### src/rtl/fp16_pkg.sv
// FP16 constants and the stage-1 bundle shared by the
// denormalize slice of the sqrt datapath.
package fp16_pkg;

  localparam logic [6:0]  BIAS    = 7'd15;
  localparam logic [4:0]  EXP_MAX = 5'd31;
  localparam logic [15:0] QNAN    = 16'h7E00;
  localparam logic [15:0] PINF    = 16'h7C00;
  localparam logic [15:0] NINF    = 16'hFC00;

  localparam int M_HID     = 12;
  localparam int M_FRAC_HI = 11;
  localparam int M_FRAC_LO = 2;
  localparam int M_GRD     = 1;
  localparam int M_STK     = 0;

  typedef enum logic [2:0] {
    K_NUM,
    K_ZERO,
    K_NAN,
    K_PINF,
    K_NINF
  } kind_t;

  typedef struct packed {
    logic        sign;
    kind_t       kind;
    logic [6:0]  exp;
    logic [12:0] mant;
  } s1_t;

endpackage

### src/rtl/denormalize_if.sv
// Operand-in / result-out bundle of the denormalize stage.
interface denormalize_if;

  logic        enable;
  logic        in_valid;
  logic        is_num;
  logic        is_nan;
  logic        is_pinf;
  logic        is_ninf;
  logic        sign_in;
  logic [6:0]  exp_in;
  logic [12:0] mant_in;
  logic        out_valid;
  logic [15:0] result;

  modport master (
    output enable, in_valid,
    output is_num, is_nan,
    output is_pinf, is_ninf,
    output sign_in, exp_in,
    output mant_in,
    input  out_valid, result
  );

  modport slave (
    input  enable, in_valid,
    input  is_num, is_nan,
    input  is_pinf, is_ninf,
    input  sign_in, exp_in,
    input  mant_in,
    output out_valid, result
  );

endinterface

### src/rtl/denormalize_prims.sv
// Structural datapath primitives: ripple adder and
// 2:1 mux, shared with the rest of the sqrt datapath.
module adder_n #(
  parameter int N = 8
) (
  input  logic [N-1:0] a,
  input  logic [N-1:0] b,
  input  logic         ci,
  output logic [N-1:0] s,
  output logic         co
);

  logic [N:0] c;

  assign c[0] = ci;

  for (genvar i = 0; i < N; i++) begin : g_bit
    assign s[i]   = a[i] ^ b[i] ^ c[i];
    assign c[i+1] = (a[i] & b[i])
                  | (c[i] & (a[i] ^ b[i]));
  end

  assign co = c[N];

endmodule

module mux2_n #(
  parameter int N = 8
) (
  input  logic         sel,
  input  logic [N-1:0] a,
  input  logic [N-1:0] b,
  output logic [N-1:0] y
);

  assign y = sel ? b : a;

endmodule

### src/rtl/shift_right_sticky_13bit.sv
// 13-bit log shifter; every bit shifted out is ORed
// into bit 0. Amounts of 13..15 leave only the sticky.
module shift_right_sticky_13bit (
  input  logic [12:0] din,
  input  logic [3:0]  amt,
  output logic [12:0] dout
);

  logic [12:0] d1, d2, d4, d8;
  logic        l1, l2, l4, l8;

  mux2_n #(.N(13)) u_s1 (
    .sel (amt[0]),
    .a   (din),
    .b   ({1'b0, din[12:1]}),
    .y   (d1)
  );
  assign l1 = amt[0] & din[0];

  mux2_n #(.N(13)) u_s2 (
    .sel (amt[1]),
    .a   (d1),
    .b   ({2'b0, d1[12:2]}),
    .y   (d2)
  );
  assign l2 = amt[1] & (|d1[1:0]);

  mux2_n #(.N(13)) u_s4 (
    .sel (amt[2]),
    .a   (d2),
    .b   ({4'b0, d2[12:4]}),
    .y   (d4)
  );
  assign l4 = amt[2] & (|d2[3:0]);

  mux2_n #(.N(13)) u_s8 (
    .sel (amt[3]),
    .a   (d4),
    .b   ({8'b0, d4[12:8]}),
    .y   (d8)
  );
  assign l8 = amt[3] & (|d4[7:0]);

  assign dout = {d8[12:1],
                 d8[0] | l1 | l2 | l4 | l8};

endmodule

### src/rtl/denormalize.sv
// FP16 denormalize: bias/subnormal shift in stage 1,
// RNE rounding and packing in stage 2.
module denormalize
  import fp16_pkg::*;
(
  input  logic       clk,
  input  logic       rst_n,
  denormalize_if.slave bus
);

  logic [6:0]  e_b;
  logic [6:0]  amt;
  logic [3:0]  amt4;
  logic        e_norm;
  logic [12:0] m_sub;
  logic [12:0] m_s1;
  logic [6:0]  e_s1;
  kind_t       kind_d;
  s1_t         s1_d;
  s1_t         s1_q;
  logic        s1_v;
  logic        c_bias, c_amt, c_einc;

  adder_n #(.N(7)) u_bias (
    .a  (bus.exp_in),
    .b  (BIAS),
    .ci (1'b0),
    .s  (e_b),
    .co (c_bias)
  );

  assign e_norm = ~e_b[6] & (|e_b[5:0]);

  // 1 - e as ~e + 1 + 1
  adder_n #(.N(7)) u_amt (
    .a  (~e_b),
    .b  (7'd1),
    .ci (1'b1),
    .s  (amt),
    .co (c_amt)
  );

  mux2_n #(.N(4)) u_amt_sat (
    .sel (|amt[6:4]),
    .a   (amt[3:0]),
    .b   (4'hF),
    .y   (amt4)
  );

  shift_right_sticky_13bit u_shift (
    .din  (bus.mant_in),
    .amt  (amt4),
    .dout (m_sub)
  );

  mux2_n #(.N(13)) u_msel (
    .sel (e_norm),
    .a   (m_sub),
    .b   (bus.mant_in),
    .y   (m_s1)
  );

  mux2_n #(.N(7)) u_esel (
    .sel (e_norm),
    .a   (7'd0),
    .b   (e_b),
    .y   (e_s1)
  );

  // Flags overlap, so priority chain rather than unique
  always_comb begin
    kind_d = K_NUM;
    if (bus.is_nan)
      kind_d = K_NAN;
    else if (bus.is_pinf)
      kind_d = K_PINF;
    else if (bus.is_ninf)
      kind_d = K_NINF;
    else if (bus.is_num && bus.mant_in == '0)
      kind_d = K_ZERO;
  end

  assign s1_d = '{
    sign: bus.sign_in,
    kind: kind_d,
    exp:  e_s1,
    mant: m_s1
  };

  logic [9:0]  frac;
  logic [9:0]  frac_r;
  logic        rnd_up;
  logic [6:0]  exp_r;
  logic        ovf;
  logic [15:0] num_res;
  logic [15:0] res_d;

  assign frac   = s1_q.mant[M_FRAC_HI:M_FRAC_LO];
  assign rnd_up = s1_q.mant[M_GRD]
                & (s1_q.mant[M_STK] | frac[0]);

  adder_n #(.N(10)) u_rnd (
    .a  (frac),
    .b  (10'd0),
    .ci (rnd_up),
    .s  (frac_r),
    .co (c_einc)
  );

  logic c_exp;

  adder_n #(.N(7)) u_einc (
    .a  (s1_q.exp),
    .b  (7'd0),
    .ci (c_einc),
    .s  (exp_r),
    .co (c_exp)
  );

  assign ovf = (|exp_r[6:5])
             | (exp_r[4:0] == EXP_MAX);

  mux2_n #(.N(16)) u_ovf (
    .sel (ovf),
    .a   ({s1_q.sign, exp_r[4:0], frac_r}),
    .b   ({s1_q.sign, PINF[14:0]}),
    .y   (num_res)
  );

  always_comb begin
    res_d = num_res;
    unique case (s1_q.kind)
      K_NAN:   res_d = QNAN;
      K_PINF:  res_d = PINF;
      K_NINF:  res_d = NINF;
      K_ZERO:  res_d = {s1_q.sign, 15'h0000};
      default: res_d = num_res;
    endcase
  end

  logic        ov_q;
  logic [15:0] res_q;

  always_ff @(posedge clk) begin
    if (!rst_n || !bus.enable) begin
      s1_v  <= 1'b0;
      s1_q  <= '0;
      ov_q  <= 1'b0;
      res_q <= '0;
    end else begin
      s1_v <= bus.in_valid;
      if (bus.in_valid)
        s1_q <= s1_d;
      ov_q <= s1_v;
      if (s1_v)
        res_q <= res_d;
    end
  end

  assign bus.out_valid = ov_q;
  assign bus.result    = res_q;

  logic unused_bits;
  assign unused_bits = ^{c_bias, c_amt, c_exp,
                         s1_q.mant[M_HID]};

endmodule

### src/flat_wrapper.sv
// flat-port wrapper written by rule: the top's interface ports become plain ports
module denormalize_flat import fp16_pkg::*;
  (clk, rst_n, bus_enable, bus_in_valid, bus_is_num, bus_is_nan, bus_is_pinf, bus_is_ninf, bus_sign_in, bus_exp_in, bus_mant_in, bus_out_valid, bus_result);
  denormalize_if bus_i ();
  input  logic clk;
  input  logic rst_n;
  input wire logic [$bits(bus_i.enable)-1:0] bus_enable;
  input wire logic [$bits(bus_i.in_valid)-1:0] bus_in_valid;
  input wire logic [$bits(bus_i.is_num)-1:0] bus_is_num;
  input wire logic [$bits(bus_i.is_nan)-1:0] bus_is_nan;
  input wire logic [$bits(bus_i.is_pinf)-1:0] bus_is_pinf;
  input wire logic [$bits(bus_i.is_ninf)-1:0] bus_is_ninf;
  input wire logic [$bits(bus_i.sign_in)-1:0] bus_sign_in;
  input wire logic [$bits(bus_i.exp_in)-1:0] bus_exp_in;
  input wire logic [$bits(bus_i.mant_in)-1:0] bus_mant_in;
  output wire logic [$bits(bus_i.out_valid)-1:0] bus_out_valid;
  output wire logic [$bits(bus_i.result)-1:0] bus_result;
  assign bus_i.enable = bus_enable;
  assign bus_i.in_valid = bus_in_valid;
  assign bus_i.is_num = bus_is_num;
  assign bus_i.is_nan = bus_is_nan;
  assign bus_i.is_pinf = bus_is_pinf;
  assign bus_i.is_ninf = bus_is_ninf;
  assign bus_i.sign_in = bus_sign_in;
  assign bus_i.exp_in = bus_exp_in;
  assign bus_i.mant_in = bus_mant_in;
  assign bus_out_valid = bus_i.out_valid;
  assign bus_result = bus_i.result;
  denormalize u_core (.clk(clk), .rst_n(rst_n), .bus(bus_i));
endmodule
### config.mk
export PLATFORM = sky130hd
export DESIGN_NAME = denormalize_flat
export DESIGN_NICKNAME = d
export VERILOG_FILES = /design/src/rtl/fp16_pkg.sv /design/src/rtl/denormalize_if.sv /design/src/rtl/denormalize_prims.sv /design/src/rtl/shift_right_sticky_13bit.sv /design/src/rtl/denormalize.sv /design/src/flat_wrapper.sv
export SDC_FILE = /design/constraint.sdc
export NUM_CORES = 1
export LEC_CHECK = 0
export CORE_UTILIZATION = 56
export DETAILED_ROUTE_END_ITERATION = 10
export PLACE_DENSITY = 0.91
export SETUP_SLACK_MARGIN = 0.1
export SLEW_MARGIN = 20
export SYNTH_ARGS = -nofsm -noshare
export SYNTH_HDL_FRONTEND = slang
export SYNTH_SLANG_ARGS = --single-unit
### constraint.sdc
create_clock -name clk -period 9.27 [get_ports clk]
set_clock_uncertainty 0.05 [all_clocks]
set_input_delay 2.781 -clock clk [delete_from_list [all_inputs] [get_ports clk]]
set_output_delay 2.781 -clock clk [all_outputs]
set_load 0.02 [all_outputs]
==> out/results.tsv, run 1 <==
metric	value	unit
Largest stage delay, worst path	0.64	ns
filler instances	430	
ratio of cells with drive above 1 in the final layout	7.12	%
Worst path slowest cell	clkdlybuf4s50_1	
final period utilization	76.1	%
Crit. End Element	flip-flop	
Area contributors post-synth	dfxtp_1 (28%), ha_1 (11%), a21oi_1 (5.6%), mux2i_1 (5.1%), o21ai_0 (4.9%)	
CTS resizes	0	
Commonest cells post-synth	dfxtp_1 (41), nor2_1 (38), a21oi_1 (33)	
max-cap violation count	0	
Mapped Area	0.00297	mm^2
CTS buffer count	5	
post-synthesis async set-or-reset flop share	0	%
grt ovf	0	
largest family of logic cells by synthesized area	compound AO/OA/AOI/OAI gates	
Net Count, Synth	418	
gr usage total	29.1	%
post-synth top area share	27.6	%
chip height	74.9	um
Crit path buffers/inverters	2	
Slew Limit Fails	0	
gpl congestion	1.01	
crit path time final	7.06	ns
Cells after Synth	363	
Worst VDD drop	0.0000836	V
post-DR wirelength/cell	16.7	um
Via density	6.31	
Hold Path Class	reg2reg	
area of the core	0.00511	mm^2
Synth Area in Compound Gates	23.9	%
Post-Synth XOR/XNOR Area	2.90	%
status	completed	
Crit path max-delay family	adder cells	
first-pass iteration count of the detailed router	5	
Main synth FF type	dfxtp_1	
post-route cell area	0.00350	mm^2
Max-slew headroom	44.4	%
mux cell area share after synthesis	8.08	%
num ports	46	
Worst Tran Pin Value	0.832	ns
Cell Pwr Density	130	mW/mm^2
critical-path cell list	clkdlybuf4s50_1 -> inv_1 -> ha_1 -> ha_1 -> ha_1 -> ha_1 -> ha_1 -> or2_2 -> nor3_1 -> mux2i_1 -> o311ai_0 -> o41ai_1 -> a21oi_1	
final WL	7.74	mm
final hold vios	0	
initial antenna violation count	0	
critical path class	in2reg	
Synth cell types	58	
Synth Register Bits	41	
clock transition at the registers of the reported paths	0.08	ns
Setup Total Neg Slack	0	ns
Critical Path Stages	13	
initial drt markers	154	
Required @ worst endpoint	9.40	ns
Routed Antenna Nets	0	
CTS hold repair buffers	0	
Max Clk Rate	142	MHz
die area	0.00560	mm^2
pin count of the biggest net entering global routing	33	
Area Growth Syn to Fin	17.6	%
Hold Path Cell Cnt	2	
port buffer count	45	
H-tree Lvls	2	
Ys Warns	0	
Inserted Diodes	0	
most common cell in the netlist	dfxtp_1	
Seq/Total Area, Yosys	27.6	%
area post-placement	0.00338	mm^2
vias in the first global route	2671	
nets@finish	447	
number of post-CTS setup repair buffers	0	
routed vias	2923	
Multi-input gate area	0.00197	mm^2
# DRC	0	
Placement Rows	26	
Root Buffer	clkbuf_8	
CP Max Fanout	22	
Worst R2R Path Depth	22	
clk buf depth	2	
average size of a mapped cell	8.19	um^2
register area	821	um^2
Setup-failing EPs final	0	
Synth area leader	dfxtp_1	
most used cell along the critical path	ha_1	
global-route wire length before repair	12.3	mm
Clk Latency, worst-skew pair	0.30	ns
Critical Path AT	7.19	ns
fraction of the mapped netlist area in simple logic gates	20.4	%
Synth Area in Adders	10.9	%
Initial Utilization	58.2	%
CTS Sinks	41	
Die X	74.9	um
Lkg Pwr	1.36	nW
number of flops mapped to enable cells by yosys	0	
CTS tree	built	
HPWL Detailed	5.78	mm
CP Launch Type	input port	
RSZ-0062 raised after global routing	false	
[final timing paths]
| check | start | end | slack (ns) |
|---|---|---|---|
| worst min register to register | u_core.s1_q[14]$_SDFFE_PP0P_ | u_core.s1_q[14]$_SDFFE_PP0P_ | 0.41 |
| worst max-delay path | bus_exp_in[0] | u_core.s1_q[0]$_SDFFE_PP0P_ | 2.21 |
| worst max register to register | u_core.s1_q[0]$_SDFFE_PP0P_ | u_core.bus.result[3]$_SDFFE_PP0P_ | 4.46 |
| worst min-delay path | u_core.s1_q[14]$_SDFFE_PP0P_ | u_core.s1_q[14]$_SDFFE_PP0P_ | 0.41 |
[registers in the layout (all words and copies together) (netlist names)]
name and cells:
u_core.bus.result 16, u_core.bus.out_valid 1, u_core.s1_v 1, u_core.frac 10, u_core.s1_q 13
[cells in the final DEF (no fill, tap or decap), drive strengths merged, types with 3 or more instances in the layout]
cell type | Yosys | final
clkdlybuf4s50 | 0 | 45
dfxtp | 41 | 41
nor2 | 41 | 41
a21oi | 33 | 33
o21ai | 29 | 29
ha | 26 | 26
nand2 | 22 | 22
mux2i | 15 | 15
nor3 | 14 | 14
a31oi | 11 | 11
inv | 10 | 10
nand3 | 10 | 10
nor2b | 9 | 9
o21bai | 6 | 6
o211ai | 6 | 6
clkbuf | 21 | 5
mux2 | 4 | 4
nor4 | 4 | 4
nand3b | 4 | 4
a211oi | 3 | 3
a22oi | 3 | 3
o221ai | 3 | 3
and3 | 3 | 3
or2 | 3 | 3
[through the flow]
stage | total power [mW] | utilization (%) | setup slack (ns) | std cells | hold slack, ns
finish | 0.455 | 68.4 | 2.21 | 463 | 0.410
global route | 0.473 | 68.4 | 1.81 | 463 | 0.438
CTS | 0.453 | 68.4 | 2.25 | 463 | 0.410
detailed placement | 0.308 | 66.2 | 1.95 | 455 | 0.399
global placement | 0.309 | 66.2 | 2.13 | 455 | 0.397
floorplan | 0.274 | - | 3.00 | 363 | 0.386
[area by class of cell]
cell class	count	share of cell area, %
clock buffers	5	1.97
inverters	10	1.07
flip-flops and latches	41	23.5
well taps	70	2.51
clock inverters	3	1.32
repair buffers	47	13.3
multi-input cells	287	56.3
[metal layers]
metal,global-route usage [%],vias up,part of all wire [%]
li1,-,1402,-
met2,49.7,151,47
met5,0,-,0
met1,35.9,1339,41
met4,13.6,0,3.5
met3,4.55,31,8.3
[tightest hold or removal path, cell delays in order, from the launching register on]
cell and delay, ns:
dfxtp_1 0.32, nand2_1 0.05, a21oi_1 0.05
[power by group]
group / total [mW] / switching (mW) / internal (mW)
sequential: 0.184 / 0.00367 / 0.180
combinational: 0.123 / 0.0726 / 0.0506
clock: 0.147 / 0.0668 / 0.0806
[logic make-up (layout without fill, tap and decap cells)]
kind of cell             count (synthesis)  count (layout)
adder cells (fa/ha/maj)                 26              26
buffers and inverters                   35              65
XOR/XNOR                                 6               6
AND/OR/NAND/NOR                        121             121
multiplexers                            21              21
flip-flops                              41              41
AO/OA/AOI/OAI                          113             113
(Power assumes the default switching activity.)
==> run 2, diff against run 1 <==
--- a/config.mk
+++ b/config.mk
@@ -5,9 +5,9 @@
 export SDC_FILE = /design/constraint.sdc
 export NUM_CORES = 1
 export LEC_CHECK = 0
-export CORE_UTILIZATION = 56
+export CORE_UTILIZATION = 55
 export DETAILED_ROUTE_END_ITERATION = 10
-export PLACE_DENSITY = 0.91
+export PLACE_DENSITY = 0.89
 export SETUP_SLACK_MARGIN = 0.1
 export SLEW_MARGIN = 20
 export SYNTH_ARGS = -nofsm -noshare
==> constraint.sdc (replaced) <==
create_clock -name clk -period 6.6 [get_ports clk]
set_clock_uncertainty 0.05 [all_clocks]
set_input_delay 1.98 -clock clk [delete_from_list [all_inputs] [get_ports clk]]
set_output_delay 1.98 -clock clk [all_outputs]
set_load 0.02 [all_outputs]
==> run 2 against run 1 <==
Wire length grew 0.12%. Cell count up 0.43%. Combinational power grew 41%. Largest cell class unchanged. Global-route usage rose by 0.34 points. Sequential power grew 41%. Clock-buffer cell count up 2. First-iteration DRC count increased by 3.2%. Register-to-register slack worse by 2.7 ns. Sequential share of layout area is essentially flat. Worst setup slack lost 1.6 ns.
==> out/results.tsv, run 2 (same netlist as run 1, synthesis figures left out) <==
metric	value	unit	change
Final Util	67.6	%	-0.84 points
placed cells	457		+0.44%
final hold vios	0		unchanged
Setup Total Neg Slack	0	ns	unchanged
area post-placement	0.00340	mm^2	+0.44%
CP Launch Type	input port		
Slew Limit Fails	0		unchanged
critical path class	in2reg		
most used cell along the critical path	ha_1		
Worst R2R End	u_core.bus.result[0]$_SDFFE_PP0P_		
gr usage total	29.4	%	+0.34 points
Placement Rows	26		unchanged
Worst Tran Pin Value	0.815	ns	-0.0171 ns
final period utilization	90.3	%	
die area	0.00570	mm^2	+1.8%
ratio of cells with drive above 1 in the final layout	7.59	%	+0.47 points
Crit. End Element	flip-flop		
Cell Pwr Density	175	mW/mm^2	+35%
GR Layer Usage met3	8.20	%	+3.6 points
Worst VDD drop	0.000124	V	+48%
number of post-CTS setup repair buffers	0		unchanged
clk buf depth	2		unchanged
post-route cell area	0.00350	mm^2	about the same
max-cap violation count	0		unchanged
CTS hold repair buffers	0		unchanged
Critical Path AT	6.08	ns	-1.11 ns
layer with the highest usage	met2		
Worst R2R Path Depth	22		unchanged
Inserted Diodes	0		unchanged
max reg flops	16		unchanged
routed vias	2841		-2.8%
num ports	46		unchanged
area of the core	0.00517	mm^2	+1.3%
Non-Filler Instances	465		+0.43%
commonest non-fill, non-tap cells in the layout	clkdlybuf4s50_1 (45), dfxtp_1 (41), nor2_1 (38)		
HPWL Detailed	5.83	mm	+0.81%
Die X	75.5	um	+0.88%
CP Max Fanout	9		-59%
setup slack, reg-to-reg	1.74	ns	-2.72 ns
first-pass iteration count of the detailed router	5		unchanged
GR Util met2	48.2	%	-1.5 points
Worst path slowest cell	clkdlybuf4s50_1		
Hold Path Class	reg2reg		
overall power	0.612	mW	+35%
CTS buffer count	5		unchanged
Largest stage delay, worst path	0.65	ns	about the same
Routed Antenna Nets	0		unchanged
most common cell after layout, fill and taps aside	clkdlybuf4s50_1		
Max Clk Rate	168	MHz	
initial drt markers	159		+3.2%
H-tree Lvls	2		unchanged
status	completed		
Root Buffer	clkbuf_8		
Worst R2R Start	u_core.s1_q[0]$_SDFFE_PP0P_		
initial antenna violation count	0		unchanged
critical-path cell list	clkdlybuf4s50_1 -> inv_1 -> ha_1 -> ha_1 -> ha_1 -> ha_1 -> ha_1 -> ha_1 -> or2_2 -> nor3_1 -> mux2i_1 -> o311ai_0 -> o41ai_1 -> a21oi_1		
post-DR wirelength/cell	16.7	um	-0.31%
chip height	75.5	um	+0.88%
CTS resizes	0		unchanged
Required @ worst endpoint	6.72	ns	-2.68 ns
Max-slew headroom	45.5	%	+1.1 points
global-route wire length before repair	12.7	mm	+3.2%
CTS tree	built		
CTS Sinks	41		unchanged
crit path time final	5.96	ns	
Via density	6.11		-3.2%
hold path endpoint	u_core.s1_q[14]$_SDFFE_PP0P_		
Setup-failing EPs final	0		unchanged
Clk Latency, worst-skew pair	0.29	ns	about the same
grt ovf	0		unchanged
met1 usage in global routing	37.3	%	+1.3 points
pin count of the biggest net entering global routing	33		unchanged
hold wc startpoint	u_core.s1_q[14]$_SDFFE_PP0P_		
port buffer count	45		unchanged
clock transition at the registers of the reported paths	0.08	ns	about the same
final WL	7.75	mm	+0.12%
# DRC	0		unchanged
gpl congestion	0.938		-7.1%
Hold Path Cell Cnt	2		unchanged
nets@finish	449		+0.45%
Area Growth Syn to Fin	17.6	%	about the same
Lkg Pwr	1.37	nW	+0.72%
Initial Utilization	57.5	%	-0.73 points
vias in the first global route	2699		+1.0%
RSZ-0062 raised after global routing	false		
-- run 2: worst max-delay path by stage --
stage	start	end	cells after the start
2_1_floorplan	bus_exp_in[0]	u_core.s1_q[0]$_SDFFE_PP0P_	15
3_3_place_gp	bus_exp_in[0]	u_core.s1_q[0]$_SDFFE_PP0P_	14
3_5_place_dp	bus_exp_in[0]	u_core.s1_q[0]$_SDFFE_PP0P_	14
4_1_cts	bus_exp_in[0]	u_core.s1_q[0]$_SDFFE_PP0P_	14
5_1_grt	bus_exp_in[0]	u_core.s1_q[0]$_SDFFE_PP0P_	14
6_report	bus_exp_in[0]	u_core.s1_q[0]$_SDFFE_PP0P_	14
-- run 2: cell type report --
class,instances,area (um^2)
Tap cell,70,87.6
Clock inverter,1,5.00
Clock buffer,7,96.3
Multi-Input combinational cell,287,1970
Fill cell,423,1680
Sequential cell,41,821
Timing Repair Buffer,49,480
Inverter,10,37.5
-- run 2: worst max-delay path: cells and delay by family --
| family | cells | cell delay (ns) |
|---|---|---|
| compound gates | 3 | 0.72 |
| simple gates | 2 | 0.86 |
| mux | 1 | 0.27 |
| fa+ha+maj | 6 | 1.43 |
| buf+inv | 2 | 0.81 |
-- run 2: report_power, final --
group | switching, mW | internal, mW | leakage [nW] | total (mW)
Sequential | 0.00538 | 0.253 | 0.333 | 0.259
Clock | 0.0851 | 0.0945 | 0.0542 | 0.180
Combinational | 0.102 | 0.0724 | 0.984 | 0.174
-- run 2: metrics by stage --
step	hold WS (ns)	setup WS, ns
2_1_floorplan	0.386	1.13
3_3_place_gp	0.404	0.521
3_5_place_dp	0.405	0.407
4_1_cts	0.414	0.703
5_1_grt	0.445	0.298
6_report	0.416	0.638
-- run 2: per-layer routing --
layer  share of wire, %  routed length (um)
met3                7.3                 566
met5                  0                   0
met1                 44                3400
met2                 48                3690
met4                1.1                  88
==> run 3, diff against run 2 <==
--- a/config.mk
+++ b/config.mk
@@ -5,9 +5,9 @@
 export SDC_FILE = /design/constraint.sdc
 export NUM_CORES = 1
 export LEC_CHECK = 0
-export CORE_UTILIZATION = 55
+export CORE_UTILIZATION = 45
 export DETAILED_ROUTE_END_ITERATION = 10
-export PLACE_DENSITY = 0.89
+export PLACE_DENSITY = 0.77
 export SETUP_SLACK_MARGIN = 0.1
 export SLEW_MARGIN = 20
 export SYNTH_ARGS = -nofsm -noshare
==> constraint.sdc (replaced) <==
create_clock -name clk -period 7.6 [get_ports clk]
set_clock_uncertainty 0.05 [all_clocks]
set_input_delay 2.28 -clock clk [delete_from_list [all_inputs] [get_ports clk]]
set_output_delay 2.28 -clock clk [all_outputs]
set_load 0.02 [all_outputs]
==> run 3 against run 2 <==
Non-clock buffer count shrank 1. Sequential share of layout area grew 0.12 points. Final area shrank 0.50%. Register-to-register slack gained 1.1 ns. Wire length shrank 0.67%. Combinational power shrank 14%. Critical endpoint unchanged.
==> out/results.tsv, run 3 (same netlist as run 1, synthesis figures left out) <==
metric	value	unit	change
status	completed		
grt ovf	0		unchanged
number of post-CTS setup repair buffers	0		unchanged
clock transition at the registers of the reported paths	0.08	ns	about the same
max reg flops	16		unchanged
setup slack, reg-to-reg	2.83	ns	+1.09 ns
max-cap violation count	0		unchanged
Final Worst Setup Slack	1.44	ns	+0.804 ns
HPWL Detailed	5.75	mm	-1.2%
Hold Path Class	reg2reg		
filler instances	578		+37%
Setup-failing EPs final	0		unchanged
post-DR wirelength/cell	16.3	um	-1.9%
vias in the first global route	2701		+0.074%
pin count of the biggest net entering global routing	33		unchanged
final hold vios	0		unchanged
num ports	46		unchanged
Cell Pwr Density	147	mW/mm^2	-16%
Setup Total Neg Slack	0	ns	unchanged
CTS buffer count	5		unchanged
CP Launch Type	input port		
Initial Utilization	46.8	%	-11 points
Final Util	54.8	%	-13 points
Area Growth Syn to Fin	17.0	%	
routed vias	2886		+1.6%
Worst R2R Path Depth	22		unchanged
Root Buffer	clkbuf_8		
Max-slew headroom	42.3	%	-3.2 points
Lkg Pwr	1.36	nW	-1.1%
Post-Place Setup Slack	1.18	ns	+0.772 ns
Critical Path AT	6.28	ns	+0.20 ns
Inserted Diodes	0		unchanged
gpl congestion	0.919		-2.0%
critical path class	in2reg		
Routed Antenna Nets	0		unchanged
final WL	7.70	mm	-0.67%
CTS Sinks	41		unchanged
crit path time final	6.16	ns	
Max Clk Rate	162	MHz	
Clk Latency, worst-skew pair	0.29	ns	about the same
CTS hold repair buffers	0		unchanged
final period utilization	81.0	%	
area of the core	0.00635	mm^2	+23%
Required @ worst endpoint	7.72	ns	+1.00 ns
Crit. End Element	flip-flop		
ratio of cells with drive above 1 in the final layout	7.11	%	-0.49 points
Placement Rows	29		+12%
initial drt markers	252		+58%
Slew Limit Fails	0		unchanged
Worst R2R Start	u_core.s1_q[0]$_SDFFE_PP0P_		
CTS resizes	0		unchanged
global-route wire length before repair	12.7	mm	-0.11%
post-route cell area	0.00348	mm^2	-0.50%
CTS tree	built		
chip height	83.3	um	+10%
# DRC	0		unchanged
first-pass iteration count of the detailed router	5		unchanged
Worst Setup EP	u_core.s1_q[0]$_SDFFE_PP0P_		
commonest non-fill, non-tap cells in the layout	clkdlybuf4s50_1 (45), dfxtp_1 (41), nor2_1 (38)		
H-tree Lvls	2		unchanged
CP Max Fanout	22		+13
port buffer count	45		unchanged
area post-placement	0.00340	mm^2	about the same
Die X	83.3	um	+10%
RSZ-0062 raised after global routing	false		
nets@finish	448		-0.22%
gr usage total	22.4	%	-7.1 points
most common cell after layout, fill and taps aside	clkdlybuf4s50_1		
initial antenna violation count	0		unchanged
Worst Tran Pin Value	0.864	ns	+0.0486 ns
beginning of the critical path	bus_exp_in[0]		
Worst R2R End	u_core.bus.result[3]$_SDFFE_PP0P_		
die area	0.00694	mm^2	+22%
Via density	6.13		+0.29%
Worst VDD drop	0.000103	V	-17%
clk buf depth	2		unchanged
## run 3: per-layer routing
metal | global-route usage [%] | vias up | routed length, um
met5 | 0 | - | 0
met4 | 7.99 | 0 | 176
met3 | 3.88 | 19 | 535
met2 | 35.9 | 127 | 3420
met1 | 30.1 | 1341 | 3560
li1 | - | 1399 | -
## run 3: metrics by stage
stage	std cells	power (mW)	hold slack, ns
after floorplan	363	0.335	0.386
after global placement	463	0.376	0.402
after detailed placement	463	0.377	0.401
after CTS	471	0.514	0.410
after global routing	471	0.539	0.442
final	471	0.513	0.413
## run 3: where the power goes
group          total, mW  switching (mW)  internal (mW)  leakage, nW
registers          0.224         0.00433          0.220        0.333
clock network      0.139          0.0748         0.0637       0.0450
logic              0.150          0.0883         0.0618        0.979
## run 3: worst min-delay path by stage
stage | start | end | slack (ns) | cells after the start
6_report | u_core.s1_q[14]$_SDFFE_PP0P_ | u_core.s1_q[14]$_SDFFE_PP0P_ | 0.41 | 2
5_1_grt | u_core.bus.result[9]$_SDFFE_PP0P_ | u_core.bus.result[9]$_SDFFE_PP0P_ | 0.44 | 2
4_1_cts | u_core.s1_q[14]$_SDFFE_PP0P_ | u_core.s1_q[14]$_SDFFE_PP0P_ | 0.41 | 2
3_5_place_dp | u_core.s1_q[14]$_SDFFE_PP0P_ | u_core.s1_q[14]$_SDFFE_PP0P_ | 0.40 | 2
3_3_place_gp | u_core.s1_q[14]$_SDFFE_PP0P_ | u_core.s1_q[14]$_SDFFE_PP0P_ | 0.40 | 2
2_1_floorplan | u_core.s1_q[14]$_SDFFE_PP0P_ | u_core.s1_q[14]$_SDFFE_PP0P_ | 0.39 | 2
## run 3: cell type report
type	count	area, um^2	area share (%)
Sequential cell	41	821	23.6
Clock buffer	6	72.6	2.09
Inverter	10	37.5	1.08
Timing Repair Buffer	48	473	13.6
Multi-Input combinational cell	287	1970	56.6
Clock inverter	2	10.0	0.288
Tap cell	77	96.3	2.77
## run 3: critical path, cell delays in order
cell and delay, ns:
clkdlybuf4s50_1 0.64, inv_1 0.15, ha_1 0.31, buf_4 0.22, ha_1 0.23, ha_1 0.19, ha_1 0.17, ha_1 0.34
or2_2 0.39, nor3_1 0.45, mux2i_1 0.28, o311ai_0 0.16, o41ai_1 0.35, a21oi_1 0.11
